## src/rtl/fetch_seq_pkg.sv

```systemverilog
// Shared constants for the fetch sequencer, its return-address stack and the CU.
package fetch_seq_pkg;

  localparam int ADDR_W    = 5;
  localparam int INSTR_W   = 15;
  localparam int STK_DEPTH = 4;

  localparam logic [ADDR_W-1:0] RST_PC = '0;

  // Program space is a power of two, so the increment wraps 31->0 on its own.
  function automatic logic [ADDR_W-1:0] next_pc(input logic [ADDR_W-1:0] pc);
    return pc + ADDR_W'(1);
  endfunction

endpackage

```

## src/rtl/fetch_seq_ret_stack.sv

```systemverilog
// Return-address LIFO: push/pop/top/full/empty, pop wins over a simultaneous push.
// Single-cycle update; pushes when full and pops when empty are ignored here.
module ret_stack #(
  parameter int DEPTH = 4,
  parameter int W     = 5
) (
  input  logic         clk,
  input  logic         rst,
  input  logic         push,
  input  logic         pop,
  input  logic [W-1:0] push_val,
  output logic [W-1:0] top,
  output logic         full,
  output logic         empty
);

  localparam int IDX_W = (DEPTH > 1) ? $clog2(DEPTH) : 1;
  localparam int SP_W  = $clog2(DEPTH + 1);

  logic [W-1:0]    mem [DEPTH];
  logic [SP_W-1:0] sp;

  assign empty = (sp == '0);
  assign full  = (sp == SP_W'(DEPTH));
  assign top   = empty ? '0 : mem[IDX_W'(sp - SP_W'(1))];

  always_ff @(posedge clk or posedge rst) begin
    if (rst) begin
      sp <= '0;
      for (int i = 0; i < DEPTH; i++) begin
        mem[i] <= '0;
      end
    end else if (pop) begin
      if (!empty) begin
        sp <= sp - SP_W'(1);
      end
    end else if (push && !full) begin
      mem[IDX_W'(sp)] <= push_val;
      sp              <= sp + SP_W'(1);
    end
  end

endmodule

```

## src/rtl/fetch_seq.sv

```systemverilog
// Fetch sequencer: owns the pc, registers program memory data into a valid/ready output.
// First instruction 2 edges after reset or redirect; a 1-entry skid absorbs the in-flight word on stall.
module fetch_seq
  import fetch_seq_pkg::*;
(
  input  logic               clk,
  input  logic               rst,
  output logic [ADDR_W-1:0]  pm_addr,
  input  logic [INSTR_W-1:0] pm_data,
  output logic [INSTR_W-1:0] instr,
  output logic [ADDR_W-1:0]  instr_pc,
  output logic               instr_valid,
  input  logic               instr_ready,
  input  logic               br_taken,
  input  logic [ADDR_W-1:0]  br_target,
  input  logic               br_call,
  input  logic               br_ret,
  output logic               stk_err
);

  logic [ADDR_W-1:0]  pc;
  logic [ADDR_W-1:0]  f_pc;
  logic               f_vld;
  logic [ADDR_W-1:0]  skid_pc;
  logic [INSTR_W-1:0] skid_dat;
  logic               skid_full;

  logic               accept;
  logic               out_free;
  logic               redirect;
  logic               issue;

  logic [ADDR_W-1:0]  tgt;
  logic               err_set;
  logic               stk_push;
  logic               stk_pop;
  logic [ADDR_W-1:0]  stk_top;
  logic               stk_full;
  logic               stk_empty;

  assign pm_addr  = pc;
  assign accept   = instr_valid && instr_ready;
  assign out_free = !instr_valid || instr_ready;
  assign redirect = accept && br_taken;
  assign issue    = !skid_full && !(instr_valid && !instr_ready) && !redirect;

  // Return beats call when both are raised; overflow still takes the jump.
  always_comb begin
    tgt      = br_target;
    err_set  = 1'b0;
    stk_push = 1'b0;
    stk_pop  = 1'b0;
    if (redirect) begin
      if (br_ret) begin
        stk_pop = !stk_empty;
        err_set = stk_empty;
        tgt     = stk_empty ? '0 : stk_top;
      end else if (br_call) begin
        stk_push = !stk_full;
        err_set  = stk_full;
      end
    end
  end

  ret_stack #(
    .DEPTH (STK_DEPTH),
    .W     (ADDR_W)
  ) u_ret_stack (
    .clk      (clk),
    .rst      (rst),
    .push     (stk_push),
    .pop      (stk_pop),
    .push_val (next_pc(instr_pc)),
    .top      (stk_top),
    .full     (stk_full),
    .empty    (stk_empty)
  );

  always_ff @(posedge clk or posedge rst) begin
    if (rst) begin
      pc          <= RST_PC;
      f_pc        <= '0;
      f_vld       <= 1'b0;
      skid_pc     <= '0;
      skid_dat    <= '0;
      skid_full   <= 1'b0;
      instr       <= '0;
      instr_pc    <= '0;
      instr_valid <= 1'b0;
      stk_err     <= 1'b0;
    end else begin
      if (err_set) begin
        stk_err <= 1'b1;
      end

      if (redirect) begin
        // Wrong-path words in flight or parked in the skid are dropped here.
        pc          <= tgt;
        f_vld       <= 1'b0;
        skid_full   <= 1'b0;
        instr_valid <= 1'b0;
      end else begin
        f_vld <= issue;
        if (issue) begin
          pc   <= next_pc(pc);
          f_pc <= pc;
        end

        if (out_free) begin
          if (skid_full) begin
            instr       <= skid_dat;
            instr_pc    <= skid_pc;
            instr_valid <= 1'b1;
            if (f_vld) begin
              skid_dat <= pm_data;
              skid_pc  <= f_pc;
            end else begin
              skid_full <= 1'b0;
            end
          end else if (f_vld) begin
            instr       <= pm_data;
            instr_pc    <= f_pc;
            instr_valid <= 1'b1;
          end else begin
            instr_valid <= 1'b0;
          end
        end else if (f_vld) begin
          skid_dat  <= pm_data;
          skid_pc   <= f_pc;
          skid_full <= 1'b1;
        end
      end
    end
  end

endmodule

```

## config.mk

```make
export PLATFORM = sky130hd
export DESIGN_NAME = fetch_seq
export DESIGN_NICKNAME = d
export VERILOG_FILES = /design/src/rtl/fetch_seq_pkg.sv /design/src/rtl/fetch_seq_ret_stack.sv /design/src/rtl/fetch_seq.sv
export SDC_FILE = /design/constraint.sdc
export NUM_CORES = 1
export LEC_CHECK = 0
export CORE_MARGIN = 4
export CORE_UTILIZATION = 50
export DETAILED_ROUTE_END_ITERATION = 6
export DONT_BUFFER_PORTS = 1
export PLACE_DENSITY = 0.65
export SETUP_SLACK_MARGIN = 0.5
export SLEW_MARGIN = 0
export SYNTH_ARGS = -nofsm -noshare
export SYNTH_HDL_FRONTEND = slang
export SYNTH_SLANG_ARGS = --single-unit
export TNS_END_PERCENT = 30
```

## constraint.sdc

```tcl
create_clock -name clk -period 5.6 [get_ports clk]
set_input_delay 0.28 -clock clk [delete_from_list [all_inputs] [get_ports clk]]
set_output_delay 0.28 -clock clk [all_outputs]
set_load 0.01 [all_outputs]
```

==> Word level (Yosys, flattened, before mapping) <==
Index checks and enable logic that the tools add are counted.
{ "word_totals": {"output_inout_bits": 27, "regBits": 77, "elab_cells": 95, "input_bits": 26} }
{ "classes": {"reduce_logical": 26, "n_bitwise": 4, "n_eq_ne": 3, "n_lt_le_gt_ge": 3, "n_mux": 40, "add_sub_neg": 4} }
{ "ops": {"columns": ["op", "count"], "rows": [
  ["two-way mux 15 bit", 5],
  ["two-way mux 5 bit", 12],
  ["bitwise mux 20 bit", 1],
  ["two-way mux 1 bit", 17],
  ["adder 5 x 1 -> 5 bit (second input constant)", 2],
  ["binary-select mux 5 bit (select 2 bit)", 1],
  ["demux 5 bit (select 2 bit)", 1],
  ["two-way mux 3 bit", 3],
  ["AND reduction 2 bit", 4],
  ["nonzero test 2 bit", 4],
  ["logical AND 1 bit", 7],
  ["logical NOT 1 bit", 7],
  ["greater-or-equal comparator 3 bit (second input constant)", 2],
  ["NOT 2 -> 3 bit", 2],
  ["!= test 2 bit (second input constant)", 2],
  ["adder 3 x 1 -> 3 bit (second input constant)", 1],
  ["== test 3 bit (second input constant)", 1],
  ["logical NOT 3 bit", 1],
  ["< comparator 3 x 1 -> 1 bit (second input constant)", 1],
  ["AND reduction 3 bit", 1],
  ["nonzero test 3 bit", 1],
  ["subtractor 3 x 1 -> 3 bit (second input constant)", 1],
  ["NOT 1 bit", 2],
  ["logical OR 1 bit", 1]
]} }

==> Longest topological paths before layout <==
Gate-level depths: netlist of the first run.
{ "depth": {"depth_word": 8, "depth_mapped": 8, "mapped_depth_nobuf": 6} }

==> Hierarchy <==
From an unflattened synthesis of the first run, not the netlist that was laid out.
{ "unflattened": {"cells_unflattened": 297, "area_unflattened_um2": 3831.2} }
{ "by_module_without_submodules": {"columns": ["mod", "n_inst", "area_each_um2", "cells_each"], "rows": [
  ["fetch_seq", 1, 2592.5, 210],
  ["ret_stack", 1, 1238.7, 87]
]} }

==> Least setup slack after synthesis of the first run <==
Ideal clock, no wire load.
{ "synth_path": {"kind": "flip-flop to flip-flop", "from": "register u_ret_stack.sp[0]", "to": "register pc[1], in the netlist pm_addr[1]", "arrival_time_ns": 1.836, "t_required_ns": 5.466, "stages_incl_launch_ff": 8, "setup_time_ns": 0.134, "synth_period_minus_slack_ns": 1.970, "slack_ns": 3.630, "cell_sequence": "dfrtp_1 buf_2 inv_1 ha_1 clkbuf_1 mux4_2 a221oi_1 a21oi_1"} }
{ "synth_via": {"elab_chain_len": 8, "word_cells_on_any_way": 9, "cone_classes": "add/sub: 1; mux: 6; bitwise: 1; reduce/logical: 1"} }
{ "synth_lines": {"columns": ["item", "line_no", "rtl"], "rows": [
  ["start: declaration", "fetch_seq_ret_stack.sv:21", "logic [SP_W-1:0] sp;"],
  ["start signal: assignment", "fetch_seq_ret_stack.sv:35", "sp <= sp - SP_W'(1);"],
  ["start signal: assignment", "fetch_seq_ret_stack.sv:39", "sp <= sp + SP_W'(1);"],
  ["subtractor 3 x 1 -> 3 bit", "fetch_seq_ret_stack.sv:25", "assign top = empty ? '0 : mem[IDX_W'(sp - SP_W'(1))];"],
  ["NOT 2 -> 3 bit (implied by the code)", "fetch_seq_ret_stack.sv:25", null],
  ["binary-select mux 5 bit (select 2 bit)", "fetch_seq_ret_stack.sv:25", null],
  ["two-way mux 5 bit (implied by the code) (2 in a row)", "fetch_seq_ret_stack.sv:25", null],
  ["two-way mux 5 bit (*)", "fetch_seq.sv:57", "tgt = stk_empty ? '0 : stk_top;"],
  ["two-way mux 5 bit (*)", "fetch_seq.sv:54", "if (br_ret) begin"],
  ["two-way mux 5 bit (*)", "fetch_seq.sv:96", "if (redirect) begin"],
  ["end signal: assignment", "fetch_seq.sv:98", "pc <= tgt;"],
  ["end signal: assignment", "fetch_seq.sv:105", "pc <= next_pc(pc);"],
  ["end: declaration", "fetch_seq.sv:21", "logic [ADDR_W-1:0] pc;"]
]} }
Every way passes the cells marked *; elsewhere a longest branch is shown, timed or not. The select of a mux whose other input is x is not followed.
A chain may end at the register's enable or synchronous reset.

==> Final worst setup path of the first run <==
{ "layout_path": {"from": "register instr_valid", "to": "register skid_dat[0]"} }
{ "layout_via": {"elab_chain_len": 4, "word_cells_on_any_way": 8, "cone_classes": "eq/ne: 1; mux: 1; bitwise: 1; reduce/logical: 5"} }
{ "layout_lines": {"columns": ["item", "line_no", "rtl"], "rows": [
  ["start: declaration", "fetch_seq.sv:12", "output logic instr_valid,"],
  ["start signal: assignment", "fetch_seq.sv:89", "instr_valid <= 1'b0;"],
  ["start signal: assignment", "fetch_seq.sv:101", "instr_valid <= 1'b0;"],
  ["start signal: assignment", "fetch_seq.sv:113", "instr_valid <= 1'b1;"],
  ["logical NOT 1 bit / logical AND 1 bit (equally long branches)", "fetch_seq.sv:43, fetch_seq.sv:42", null],
  ["logical OR 1 bit / logical AND 1 bit (equally long branches)", "fetch_seq.sv:43, fetch_seq.sv:44", null],
  ["!= test 2 bit (no line) / NOT 1 bit (equally long branches)", null, null],
  ["AND reduction 2 bit (no line)", null, null],
  ["end signal: assignment", "fetch_seq.sv:115", "skid_dat <= pm_data;"],
  ["end signal: assignment", "fetch_seq.sv:128", "skid_dat <= pm_data;"],
  ["end: declaration", "fetch_seq.sv:25", "logic [INSTR_W-1:0] skid_dat;"]
]} }
Parallel ways exist; a longest one is shown, timed or not.

==> results of run 1 <==
## area by class of cell
type	instances	area (sq um)	area share (%)
multi-input cells	200	1520	40.2
clock buffers	9	124	3.27
well taps	96	120	3.17
flip-flops and latches	77	1930	50.9
clock inverters	7	60.1	1.59
repair buffers	2	15.0	0.396
inverters	5	18.8	0.495
## through the flow
stage / total power [W] / cell area (sq um) / hold slack (ps) / setup WS, ps
detailed placement: 0.00189 / 3600 / 425 / 3330
finish: 0.00226 / 3790 / 59.9 / 3380
global placement: 0.00187 / 3600 / 415 / 3370
floorplan: 0.00171 / 3530 / 412 / 3350
CTS: 0.00229 / 3790 / 48.7 / 3340
global route: 0.00244 / 3790 / 43.2 / 3260
## cell families after synthesis
kind of cell               Yosys count
AOI/OAI and AO/OA                   59
DFF                                 77
buffers and inverters               19
xor gates and xnor gates             8
and+or+nand+nor                     71
muxes                               55
adders and majority gates            7
## power groups by stage
stage | registers, W | logic (W) | clock network (W)
after floorplan | 0.00102 | 0.000684 | 0
after global placement | 0.00111 | 0.000759 | 0
after detailed placement | 0.00112 | 0.000777 | 0
after CTS | 0.00111 | 0.000781 | 0.000404
after global routing | 0.00114 | 0.000863 | 0.000431
final | 0.00110 | 0.000768 | 0.000392
## layout by cell type (no fill, tap or decap), types with 2 or more instances in the layout
master      instances
inv_8               2
ha_1                7
a31oi_1             3
clkinv_4            2
dfrtp_1            77
clkbuf_8            9
nand2b_1            2
nor3b_1             2
mux2i_1            20
o21ai_0            16
nand3_1             7
nor2b_1             2
clkinvlp_4          2
mux2_1              2
buf_4               2
mux2_2             27
nand4_2             3
nand2_1            19
mux4_2              5
a21oi_1            28
a221oi_1            2
xor2_1              4
and3_1              2
nor2_1             28
inv_1               4
xnor2_1             4
## sequential cells by signal (all words and copies together) (netlist names), 3 cells and up
register         cells
instr               15
skid_pc              5
pm_addr              5
skid_dat            15
instr_pc             5
f_pc                 5
u_ret_stack.mem     20
u_ret_stack.sp       3
## critical path: stages, from the launching register on
cell     delay [ps]
dfrtp_1         590
nand2_1         200
a21o_1          240
nand2_1         670
mux2_2          410
## layer usage
| layer | track usage (%) | wire length [microns] | up-vias |
|---|---|---|---|
| met5 | 0 | 0 | - |
| met4 | 7.80 | 123 | 0 |
| met3 | 6.15 | 467 | 11 |
| met2 | 25.3 | 3180 | 51 |
| met1 | 23.3 | 3070 | 1093 |
| li1 | - | - | 1050 |
## synth_stat cells
master and instances:
nor2b_1 2, xor2_1 4, nand2_1 19, nor2_1 28
buf_1 1, nand3_4 1, xnor2_1 4, nand3b_1 1
and2_1 1, buf_2 5, a211oi_1 1, a21o_1 1
a31oi_1 3, nand3_1 7, dfrtp_1 77, o21ai_0 16
or2b_1 1, a31o_2 1, o31ai_1 1, o22ai_1 1
nor4b_4 1, mux2i_1 20, mux2_1 2, mux2_4 1
a21oi_1 29, and3_1 2, nand4_2 3, buf_4 3
a21boi_1 1, ha_1 7, a21oi_2 1, o21ai_1 1
mux2_2 27, mux4_2 5, a221oi_1 2, a2111oi_0 1
inv_1 5, nand2b_1 2, nor3b_1 2, and2b_1 1
clkbuf_1 5
## path summary, 6_finish.rpt
kind | slack, ps | from | end | cells after the start
max reg2reg | 3380 | instr_valid$_DFFE_PP0P_ | skid_dat[0]$_DFFE_PP0P_ | 4
max | 3380 | instr_valid$_DFFE_PP0P_ | skid_dat[0]$_DFFE_PP0P_ | 4
max in group asynchronous | 4880 | rst | u_ret_stack.mem[15]$_DFFE_PP0P_ | 2
min | 60 | rst | instr[1]$_DFFE_PP0P_ | 2
min in group clk | 60 | pm_data[13] | skid_dat[13]$_DFFE_PP0P_ | 1
min reg2reg | 490 | u_ret_stack.mem[12]$_DFFE_PP0P_ | u_ret_stack.mem[12]$_DFFE_PP0P_ | 2
==> results.cfg, run 1 <==
[timing]
max_slew_margin_pct = 36.4
rsz0062_at_grt = no
worst_slew_pin_slew_ps = 952
period_minus_slack_ps = 2220
setup_tns_ps = 0
fmax_mhz = 450
finalHoldViolCount = 0
clock_skew_ps = 15.2
finalCritPeriodShare_pct = 39.7
maxSlewViolCount = 0
setup_violations = 0

[worst_setup_path]
cp.required_ps = 5830
arrival_ps = 2460
crit_path_start_kind = register
critPathCaptureType = register
critPathKind = register to register
crit_fanout = 20

[power]
pwr-share-comb_pct = 34.0
power_density_nw_per_um2 = 596
p_leak_nw = 1.60
swShare_pct = 38.7
p_seq_share_pct = 48.7
p_int_w = 0.00139
pwr-share-clk_pct = 17.3
power.net_switching_w = 0.000874
irDropWorstVdd_mv = 0.241

[clock_tree]
clockBufferDepth = 2
postCtsSetupBuffers = 0
clk_latency_ps = 350
cts_buffers = 9
clockRootBuffer = clkbuf_8
cts_tree = done
ctsHoldBuffers = 0
clk_pin_slew_ps = 90
cts_resized = 0
clock-sinks = 77
cts-htree-levels = 3

[global_route]
grt_max_degree = 78
grt_first_pass_wirelength_microns = 11200
grt_pass1_vias = 2159
grt.total_usage_pct = 17.3
overflow = 0
antenna_found_initial = 0

[min_path]
min_path_type = input port to async pin

[placed_design]
dp_cells = 380
port_buffers = 0
hpwlAfterDp_microns = 4670
gp_congestion = 0.820

[yosys]
synth_top_family_by_area = multiplexers
synth_area_leaders = dfrtp_1 (55%), mux2_2 (8.6%), mux2i_1 (5.7%), a21oi_1 (4.1%), mux4_2 (3.2%)
yosysSeqAreaShare_pct = 54.6
synth_largest_area_cell = dfrtp_1
syn-cell-area_sq_um = 3530
synth_fa_ha_area_share_pct = 2.48
synth_cell_types = 41
syn_area_per_cell_sq_um = 11.9
synthesis.nets = 329
synth_compound_area_share_pct = 9.33
synth_seq_cells = 77
synth.top_cell.area_share_pct = 54.6
ys_warn_count = 0
synth.area.mux_share_pct = 18.5
synth-simple-area-share_pct = 10.5
syn_inst = 296
synthXorXnorAreaFrac_pct = 1.99

[routing]
wl_per_cell_microns = 17.3
drt-vias-per-instance = 5.57
via_count = 2205
ant_nets = 0
wl_microns = 6840
drtIter0Drc = 126
route.detailed.drc = 0
drt-pass1-iter-count = 4

[status]
status = completed

[layout]
layout.nets = 328
final_cells = 396
fill_cells = 605
insertedDiodeCount = 0
drive_above_1_share_pct = 20.0
final_util_pct = 55.5
area_delta_synth_final_pct = 7.38

[flow_run]
cap_violations = 0

[die]
pin_count = 53
coreArea_sq_um = 6830
initial_core_util_pct = 51.6
die_w_microns = 92.0
die-area_sq_um = 8460
fp-row-count = 30
die_height_microns = 92.0
Note: power is estimated with default switching activity, not from simulation.
==> run 2: changes to the inputs <==
- PLACE_DENSITY: 0.65 -> 0.68
- clock period: 5.6 -> 1.99 ns (I/O delays scaled with it)
==> run 2 against run 1 <==
  * Non-clock buffer count up 36
  * Critical path depth up 1
  * Worst setup slack got worse by 3000 ps
  * Register-to-register slack worse by 3000 ps
  * Utilization grew 7.0 points
  * Sequential power rose to 2.8 times the previous value
  * Die area did not move
==> results.cfg, run 2 (synthesis results as in run 1) <==
[status]
status = completed

[power]
power.total_w = 0.00700
power.net_switching_w = 0.00260
power_density_nw_per_um2 = 1640
swShare_pct = 37.2
irDropWorstVdd_mv = 0.820
pwr-share-clk_pct = 16.8
p_int_w = 0.00439
p_leak_nw = 1.80
pwr-share-comb_pct = 39.3
p_seq_share_pct = 43.9

[routing]
ant_nets = 0
top_layer = met4
via_count = 2375
drt-pass1-iter-count = 4
drt-vias-per-instance = 5.50
route.detailed.drc = 0
wl_per_cell_microns = 17.3
drtIter0Drc = 98
met1_length_microns = 3430
wl_met3_microns = 482
wl_microns = 7490
wl_met2_microns = 3510

[worst_setup_path]
arrival_ps = 1800
cp.required_ps = 2220
cp-endpoint = skid_dat[11]$_DFFE_PP0P_
crit_path_start_kind = register
reg2reg_slack_ps = 420
critPathKind = register to register
crit_start = instr_valid$_DFFE_PP0P_
critPathCaptureType = register
r2r_end = skid_dat[11]$_DFFE_PP0P_
crit_fanout = 10
r2r_cells = 5
regToRegStartpoint = instr_valid$_DFFE_PP0P_

[die]
coreArea_sq_um = 6830
die-area_sq_um = 8460
die_w_microns = 92.0
pin_count = 53
fp-row-count = 30
initial_core_util_pct = 51.6
die_height_microns = 92.0

[timing]
maxSlewViolCount = 0
finalHoldViolCount = 0
fmax_mhz = 637
rsz0062_at_grt = yes
finalCritPeriodShare_pct = 78.9
setup_violations = 0
worst_slew_pin_slew_ps = 699
period_minus_slack_ps = 1570
clock_skew_ps = 10.8
setup_tns_ps = 0
max_slew_margin_pct = 53.3
holdWs_ps = 41.2

[global_route]
grt_max_degree = 55
grt.total_usage_pct = 18.4
overflow = 0
grt_pass1_vias = 2354
grt_first_pass_wirelength_microns = 12100
antenna_found_initial = 0

[layout]
top_register = u_ret_stack.mem
final_cell_mix = dfrtp_1 (75), nor2_1 (28), a21oi_1 (28)
drive_above_1_share_pct = 26.2
final_cells = 432
layout.nets = 364
largest_reg_flops = 20
top_regs = u_ret_stack.mem x20, instr x15, skid_dat x15
insertedDiodeCount = 0
final_util_pct = 62.4
layout_commonest_cell = dfrtp_1
area_delta_synth_final_pct = 20.9

[placed_design]
dp_cells = 387
gp_congestion = 0.821
hpwlAfterDp_microns = 4830
port_buffers = 0

[clock_tree]
cts_tree = done
cts_buffers = 9
clockBufferDepth = 2
cts-htree-levels = 3
clk_pin_slew_ps = 80
clockRootBuffer = clkbuf_8
clk_latency_ps = 350
clock-sinks = 77

[flow_run]
cap_violations = 0

[min_path]
hold_start = br_ret
min_path_type = input port to register
-- run 2: cell count changes in the layout (fill, tap and decap cells not counted), sizes merged --
cell | before | now
buf | 2 | 17
bufinv | 0 | 1
clkbuf | 9 | 12
clkinv | 3 | 1
clkinvlp | 2 | 3
dlygate4sd3 | 0 | 20
inv | 7 | 5
-- run 2: worst min path at each step --
stage | to | slack, ps | depth (start not counted)
floorplan | skid_dat[12]$_DFFE_PP0P_ | 230 | 1
global placement | stk_err$_DFFE_PP0P_ | 50 | 1
detailed placement | stk_err$_DFFE_PP0P_ | 50 | 1
CTS | pm_addr[4]$_DFFE_PP0P_ | 10 | 3
global route | stk_err$_DFFE_PP0P_ | 60 | 2
finish | pm_addr[4]$_DFFE_PP0P_ | 40 | 3
-- run 2: per-stage QoR --
stage | cell area, sq um | setup slack (ps)
floorplan | 3530 | 20.4
global placement | 3690 | 312
detailed placement | 3690 | 257
CTS | 4170 | 403
global route | 4270 | 393
finish | 4270 | 420
-- run 2: layer usage --
layer | track usage (%) | up-vias
met2 | 26.9 | 69
li1 | - | 1126
met1 | 26.1 | 1175
met3 | 5.74 | 5
met4 | 6.31 | 0
met5 | 0 | -
-- run 2: layout make-up --
cell class	instances	area, sq um
clock buffers	11	141
repair buffers	38	393
well taps	96	120
clock inverters	5	58.8
inverters	5	22.5
fillers	548	2570
multi-input cells	200	1600
flip-flops and latches	77	1930
-- run 2: power by group through the flow --
stage / combinational [W] / sequential [W] / clock (W)
final: 0.00275 / 0.00307 / 0.00118
after global routing: 0.00304 / 0.00318 / 0.00128
after CTS: 0.00258 / 0.00306 / 0.00122
after detailed placement: 0.00238 / 0.00309 / 0
after global placement: 0.00232 / 0.00306 / 0
after floorplan: 0.00193 / 0.00288 / 0
-- run 2: worst max-delay path, stage by stage (launching register included) --
cell,delay (ps)
dfrtp_1,420
and2b_2,240
a21o_1,200
nand2_4,110
buf_12,150
mux2_2,340
-- run 2: what timing repair did --
item                                   CTS  global route
gates cloned                             0             2
pin swaps                                2             2
setup endpoints to repair               51            64
hold buffers                            20             0
endpoints found under the hold margin   59             0
gates resized for setup                 13            10
buffers inserted                         4             3
